## config.mk

```make
export PLATFORM = sky130hd
export DESIGN_NAME = inst_assembler
export DESIGN_NICKNAME = d
export VERILOG_FILES = /design/src/rtl/inst_assembler.sv
export SDC_FILE = /design/constraint.sdc
export NUM_CORES = 1
export LEC_CHECK = 0
export CAP_MARGIN = 20
export CORE_UTILIZATION = 57
export CTS_CLUSTER_SIZE = 14
export DETAILED_ROUTE_END_ITERATION = 6
export GPL_TIMING_DRIVEN = 0
export PLACE_DENSITY_LB_ADDON = 0.15
export SYNTH_ARGS = -nofsm -noshare
export SYNTH_HDL_FRONTEND = slang
export SYNTH_SLANG_ARGS = --single-unit
export TNS_END_PERCENT = 100
```

## constraint.sdc

```tcl
create_clock -name clk -period 5 [get_ports clk]
set_input_delay 1.5 -clock clk [delete_from_list [all_inputs] [get_ports clk]]
set_output_delay 1.5 -clock clk [all_outputs]
set_load 0.01 [all_outputs]
```

## src/rtl/inst_assembler.sv

```systemverilog
// inst_assembler: packs decoded instruction fields into 16-bit words, buffers
// them in a small FIFO and streams them into instruction memory at
// sequential addresses starting from a programmable start address.
//
// Optional feature macro: INST_ASSEMBLER_CHECKSUM_EN adds a running XOR of
// every completed write's data on output checksum.
//
// Ports:
//   clk, rst                 clock, synchronous active-high reset
//   start, start_addr        begin a load session (IDLE only), first address
//   in_valid/in_ready        field-bundle handshake; in_last ends the session
//   fmt, cond, op_code,      instruction fields (fmt 0 = register format,
//   dest_reg, src_reg_1/2,   fmt 1 = shift format)
//   shift
//   mem_we/mem_addr/         memory write port; a write completes on
//   mem_wdata/mem_ready      mem_we && mem_ready
//   busy, done, word_count   session status, done pulse, words written
//   checksum                 (macro only) XOR of written data
//
// DEPTH must be a power of two and at least 2.
module inst_assembler #(
  parameter int unsigned ADDR_W = 8,
  parameter int unsigned DEPTH  = 4
) (
  input  logic              clk,
  input  logic              rst,
  input  logic              start,
  input  logic [ADDR_W-1:0] start_addr,
  input  logic              in_valid,
  output logic              in_ready,
  input  logic              in_last,
  input  logic              fmt,
  input  logic [1:0]        cond,
  input  logic [3:0]        op_code,
  input  logic [2:0]        dest_reg,
  input  logic [2:0]        src_reg_1,
  input  logic [2:0]        src_reg_2,
  input  logic [6:0]        shift,
  output logic              mem_we,
  output logic [ADDR_W-1:0] mem_addr,
  output logic [15:0]       mem_wdata,
  input  logic              mem_ready,
  output logic              busy,
  output logic              done,
  output logic [ADDR_W:0]   word_count
`ifdef INST_ASSEMBLER_CHECKSUM_EN
  ,
  output logic [15:0]       checksum
`endif
);

  localparam int unsigned IDX_W = $clog2(DEPTH);
  localparam int unsigned PTR_W = IDX_W + 1;
  localparam int unsigned CNT_W = ADDR_W + 1;

  typedef enum logic [1:0] {
    S_IDLE  = 2'd0,
    S_LOAD  = 2'd1,
    S_DRAIN = 2'd2,
    S_DONE  = 2'd3
  } state_t;

  state_t            r_state;
  logic [15:0]       r_fifo [DEPTH];
  logic [PTR_W-1:0]  r_wptr;
  logic [PTR_W-1:0]  r_rptr;
  logic [ADDR_W-1:0] r_addr;
  logic [CNT_W-1:0]  r_count;

  logic              w_empty;
  logic              w_full;
  logic              w_session;
  logic              w_push;
  logic              w_pop;
  logic [15:0]       w_word;

  // Pointers carry one extra wrap bit to tell full from empty.
  assign w_empty   = (r_wptr == r_rptr);
  assign w_full    = (r_wptr[IDX_W] != r_rptr[IDX_W]) &&
                     (r_wptr[IDX_W-1:0] == r_rptr[IDX_W-1:0]);
  assign w_session = (r_state == S_LOAD) || (r_state == S_DRAIN);

  // Outputs decode registered state only; no input-to-output paths.
  assign in_ready   = (r_state == S_LOAD) && !w_full;
  assign mem_we     = w_session && !w_empty;
  assign mem_wdata  = mem_we ? r_fifo[r_rptr[IDX_W-1:0]] : 16'h0000;
  assign mem_addr   = r_addr;
  assign busy       = w_session;
  assign done       = (r_state == S_DONE);
  assign word_count = r_count;

  assign w_push = in_valid && in_ready;
  assign w_pop  = mem_we && mem_ready;

  // Field packing; the unused fields of each format are dropped here.
  assign w_word = fmt ? {cond, op_code, dest_reg, shift}
                      : {cond, op_code, dest_reg, src_reg_1, src_reg_2, 1'b0};

  // FIFO storage needs no reset: occupancy is tracked by the pointers.
  always_ff @(posedge clk) begin
    if (w_push) begin
      r_fifo[r_wptr[IDX_W-1:0]] <= w_word;
    end
  end

  // Session FSM, FIFO pointers, address and word counter.
  always_ff @(posedge clk) begin
    if (rst) begin
      r_state <= S_IDLE;
      r_wptr  <= '0;
      r_rptr  <= '0;
      r_addr  <= '0;
      r_count <= '0;
    end else begin
      case (r_state)
        S_IDLE: begin
          if (start) begin
            r_addr  <= start_addr;
            r_count <= '0;
            r_wptr  <= '0;
            r_rptr  <= '0;
            r_state <= S_LOAD;
          end
        end
        S_LOAD: begin
          if (w_push && in_last) begin
            r_state <= S_DRAIN;
          end
        end
        S_DRAIN: begin
          if (w_empty) begin
            r_state <= S_DONE;
          end
        end
        default: begin
          r_state <= S_IDLE;
        end
      endcase

      if (w_push) begin
        r_wptr <= r_wptr + PTR_W'(1);
      end
      if (w_pop) begin
        r_rptr <= r_rptr + PTR_W'(1);
        r_addr <= r_addr + ADDR_W'(1);
        if (r_count != {CNT_W{1'b1}}) begin
          r_count <= r_count + CNT_W'(1);
        end
      end
    end
  end

`ifdef INST_ASSEMBLER_CHECKSUM_EN
  logic [15:0] r_csum;

  // Running XOR of completed writes; frozen once the FIFO has drained.
  always_ff @(posedge clk) begin
    if (rst) begin
      r_csum <= '0;
    end else if (r_state == S_IDLE && start) begin
      r_csum <= '0;
    end else if (w_pop) begin
      r_csum <= r_csum ^ mem_wdata;
    end
  end

  assign checksum = r_csum;
`endif

endmodule

```

==> impl_summary.txt <==
----------------------------------------------------
[Status]
  Result of the run ... finished, final reports clean

[Global route]
  Overall overflow remaining after global route ... 0
  First-pass GRT wire length ... 14300 um
  Initial antenna violation count ... 0
  Number of global-route vias before repair ... 2886
  Maximum number of pins on one net before global-route repair ... 17
  Overall global routing resource usage ... 25.0%

[Placed design]
  Placed instance count ... 488
  Weighted congestion at the end of routability-driven global placement ... 0.810
  Number of buffers inserted by port buffering ... 72
  Placed inst area ... 5100 um2
  Detailed Place HPWL ... 6100 um

[Timing]
  Slew margin rel. ... 40.6%
  Final max-slew violation count ... 0
  Layout Skew ... 12.5 ps
  F_max ... 232 MHz
  Slew of the pin with the lowest slew margin ... 892 ps
  Final Critical Period ... 4300 ps
  Final period util ... 86.0%
  Setup violation total in the final timing report ... 0
  RSZ-0062 raised after global routing ... no
  Final sum of negative setup slack ... 0 ps
  Hold Vio Cnt, Final ... 0

[Floorplanning]
  Die width ... 88.4 um
  Initial standard-cell utilization of the core ... 58.7%
  Total I/O pin count ... 74
  Core Region ... 7250 um2
  Full die area ... 7820 um2
  Count of standard-cell rows ... 31
  Die Y ... 88.4 um

[Worst setup path]
  Reg2reg setup slack ... 2610 ps
  Crit path kind ... register to output pin
  Worst endpoint required time ... 3500 ps
  Worst Setup Start Kind ... register
  Worst Reg-to-Reg Cells ... 9
  Capturing element type of the critical path ... output pin
  Beginning of the worst register-to-register path ... word_count[0]
  Arrival time of data at the critical path endpoint ... 2800 ps
  Endpoint of the worst register-to-register path ... word_count[3]
  Maximum fanout along the worst path ... 10

[Clocking]
  Cts bufs inserted ... 9
  H-tree levels ... 3
  Reg clk slew, reported paths ... 100 ps
  TritonCTS clock tree ... built
  Sink count of the clock tree ... 91
  Number of buffers inserted for hold repair after clock tree synthesis ... 0
  Buffer depth of the longest clock path ... 2
  Root buf cell ... clkbuf_8
  Post-CTS Setup Inserts ... 0
  Worst-Skew Late Latency ... 360 ps
  Cells resized by post-CTS repair ... 0

[Logic synthesis]
  Most used standard cells in the synthesized netlist ... edfxtp_1 (64), dfxtp_1 (27), and3_1 (21)
  Sequential share of the synthesized area ... 57.9%
  Synth Flop Type ... edfxtp_1
  Number of flops mapped to enable cells by yosys ... 64
  Total number of yosys warnings ... 0
  Synth cell types ... 51
  Count of mapped cells out of synthesis ... 317
  Total standard cell area after synthesis ... 4260 um2
  Share of async-settable or async-resettable flops after synthesis ... 0%
  Total nets after synthesis ... 367
  Synth area leaders ... edfxtp_1 (45%), dfxtp_1 (13%), mux4_2 (8.5%), ha_1 (3.8%), and3_1 (3.1%)
  Most repeated cell in the gate-level netlist after synthesis ... edfxtp_1
  Yosys top cell area share ... 45.2%
  Number of register bits inferred by synthesis ... 91
  Library cell occupying the most area in the post-synthesis netlist ... edfxtp_1
  Post-synthesis area per instance ... 13.4 um2

[Finish]
  Final #Nets ... 450
  Cell Count, Final, Fillers Out ... 503
  Footprint of the multi-input gates ... 1690 um2
  Final antenna diode count ... 0
  Number of fill cells in the layout ... 528
  Layout area overhead ... 23.9%
  Footprint of the flip-flops and latches ... 2460 um2
  Fraction of final layout cells sized beyond drive strength 1 ... 12.9%
  Post-route cell area ... 5270 um2

[Route]
  Number of DRC markers after the initial detailed-route iteration ... 210
  Total vias in the final route ... 2981
  Number of nets with antenna violations after routing ... 0
  Overall routed net length ... 8940 um
  Router iterations before antenna repair ... 5
  DR WL/cell ... 17.8 um
  Vias per inst ... 5.93
  Residual DRC ... 0

[Worst hold path]
  Beginning of the worst hold path ... word_count[8]
  Kind of path behind the tightest hold check ... register to register
  Hold path cells ... 2
  Worst hold endpoint ... word_count[8]

[Flow run]
  Max Cap Violations ... 0

[Power and ir drop]
  Leakage dissipation ... 1.80 nW
  Total power density per cell area ... 345 nW/um2
  Worst vdd ir ... 0.000185 V

----------------------------------------------------
## area by class of cell
cell class	instances	area share, %
Buffer	18	1.57
Clock buffer	9	2.35
Clock inverter	6	0.949
Inverter	6	0.427
Multi-Input combinational cell	202	32.0
Sequential cell	91	46.7
Tap cell	99	2.35
Timing Repair Buffer	72	13.7
## stage by stage
step	utilization (%)	total power [W]	worst slack, ps	hold WS (ps)
3_3_place_gp	70.3	0.00137	1100	482
4_1_cts	72.7	0.00182	686	502
2_1_floorplan	-	0.00118	1960	486
6_report	72.7	0.00182	699	498
3_5_place_dp	70.3	0.00138	1080	486
5_1_grt	72.7	0.00190	511	534
## worst max-delay path, stage by stage (launching register included)
cell and delay [ps]:
dfxtp_1 410, inv_1 100, ha_1 380, clkbuf_1 430
clkbuf_1 350, and3_1 230, clkdlybuf4s50_1 540
## registers in the layout (all words and copies together), names as in the netlist, named ones only
register    flops
r_fifo         64
word_count      9
r_state         2
mem_addr        8
r_rptr          3
r_wptr          3
## layer usage
layer	vias to the layer above	global-route usage, %	routed length, um
met4	0	10.6	197
met5	-	0	0
met2	122	39.0	4210
li1	1398	-	-
met3	18	4.29	516
met1	1443	35.1	4010
## cells in the final DEF (no fill, tap or decap), drive strengths merged, types with 2 or more instances in the layout
cell            n
nor4            4
buf             6
nand4           7
o31ai           2
nand2b          5
nor2b           3
clkdlybuf4s50  72
a31oi           9
a211o           2
clkinvlp        2
o311ai          4
or4             2
and3           21
mux4           16
ha             13
nand2          19
nand3          18
o31a            2
clkinv          2
or3             3
nor3            3
and4            2
and2            8
dfxtp          27
mux2           10
o32ai           2
nor4b           2
xor2            3
a21oi          10
inv             8
edfxtp         64
mux2i           3
xnor2           3
o21ai           6
nor2            9
clkbuf         21
## cell families after synthesis
| logic type | count (synthesis) | synth area share (%) |
|---|---|---|
| AO/OA/AOI/OAI | 44 | 7.79 |
| XOR/XNOR | 6 | 1.76 |
| adder cells (fa/ha/maj) | 13 | 3.82 |
| buffers and inverters | 24 | 2.47 |
| flip-flops | 91 | 57.9 |
| multiplexers | 29 | 11.9 |
| AND/OR/NAND/NOR | 110 | 14.4 |
## power breakdown
group          leakage, nW  total (W)  switching (W)  internal, W
combinational        0.918   0.000472       0.000257     0.000214
clock               0.0823   0.000453       0.000270     0.000183
sequential           0.798   0.000897      0.0000391     0.000858
total                 1.80    0.00182       0.000566      0.00126
## how the worst max path moves through the flow
| stage | startpoint | end | slack, ps | cells past startpoint |
|---|---|---|---|---|
| 6_report | r_state[0] | mem_wdata[13] | 700 | 6 |
| 2_1_floorplan | register | mem_wdata[10] | 1960 | 4 |
| 4_1_cts | r_wptr[0] | mem_wdata[13] | 690 | 5 |
| 5_1_grt | r_rptr[1] | mem_wdata[10] | 510 | 5 |
| 3_5_place_dp | r_rptr[1] | mem_wdata[13] | 1080 | 5 |
| 3_3_place_gp | r_state[0] | mem_wdata[13] | 1100 | 6 |
Power figures use the tool's default switching activity.
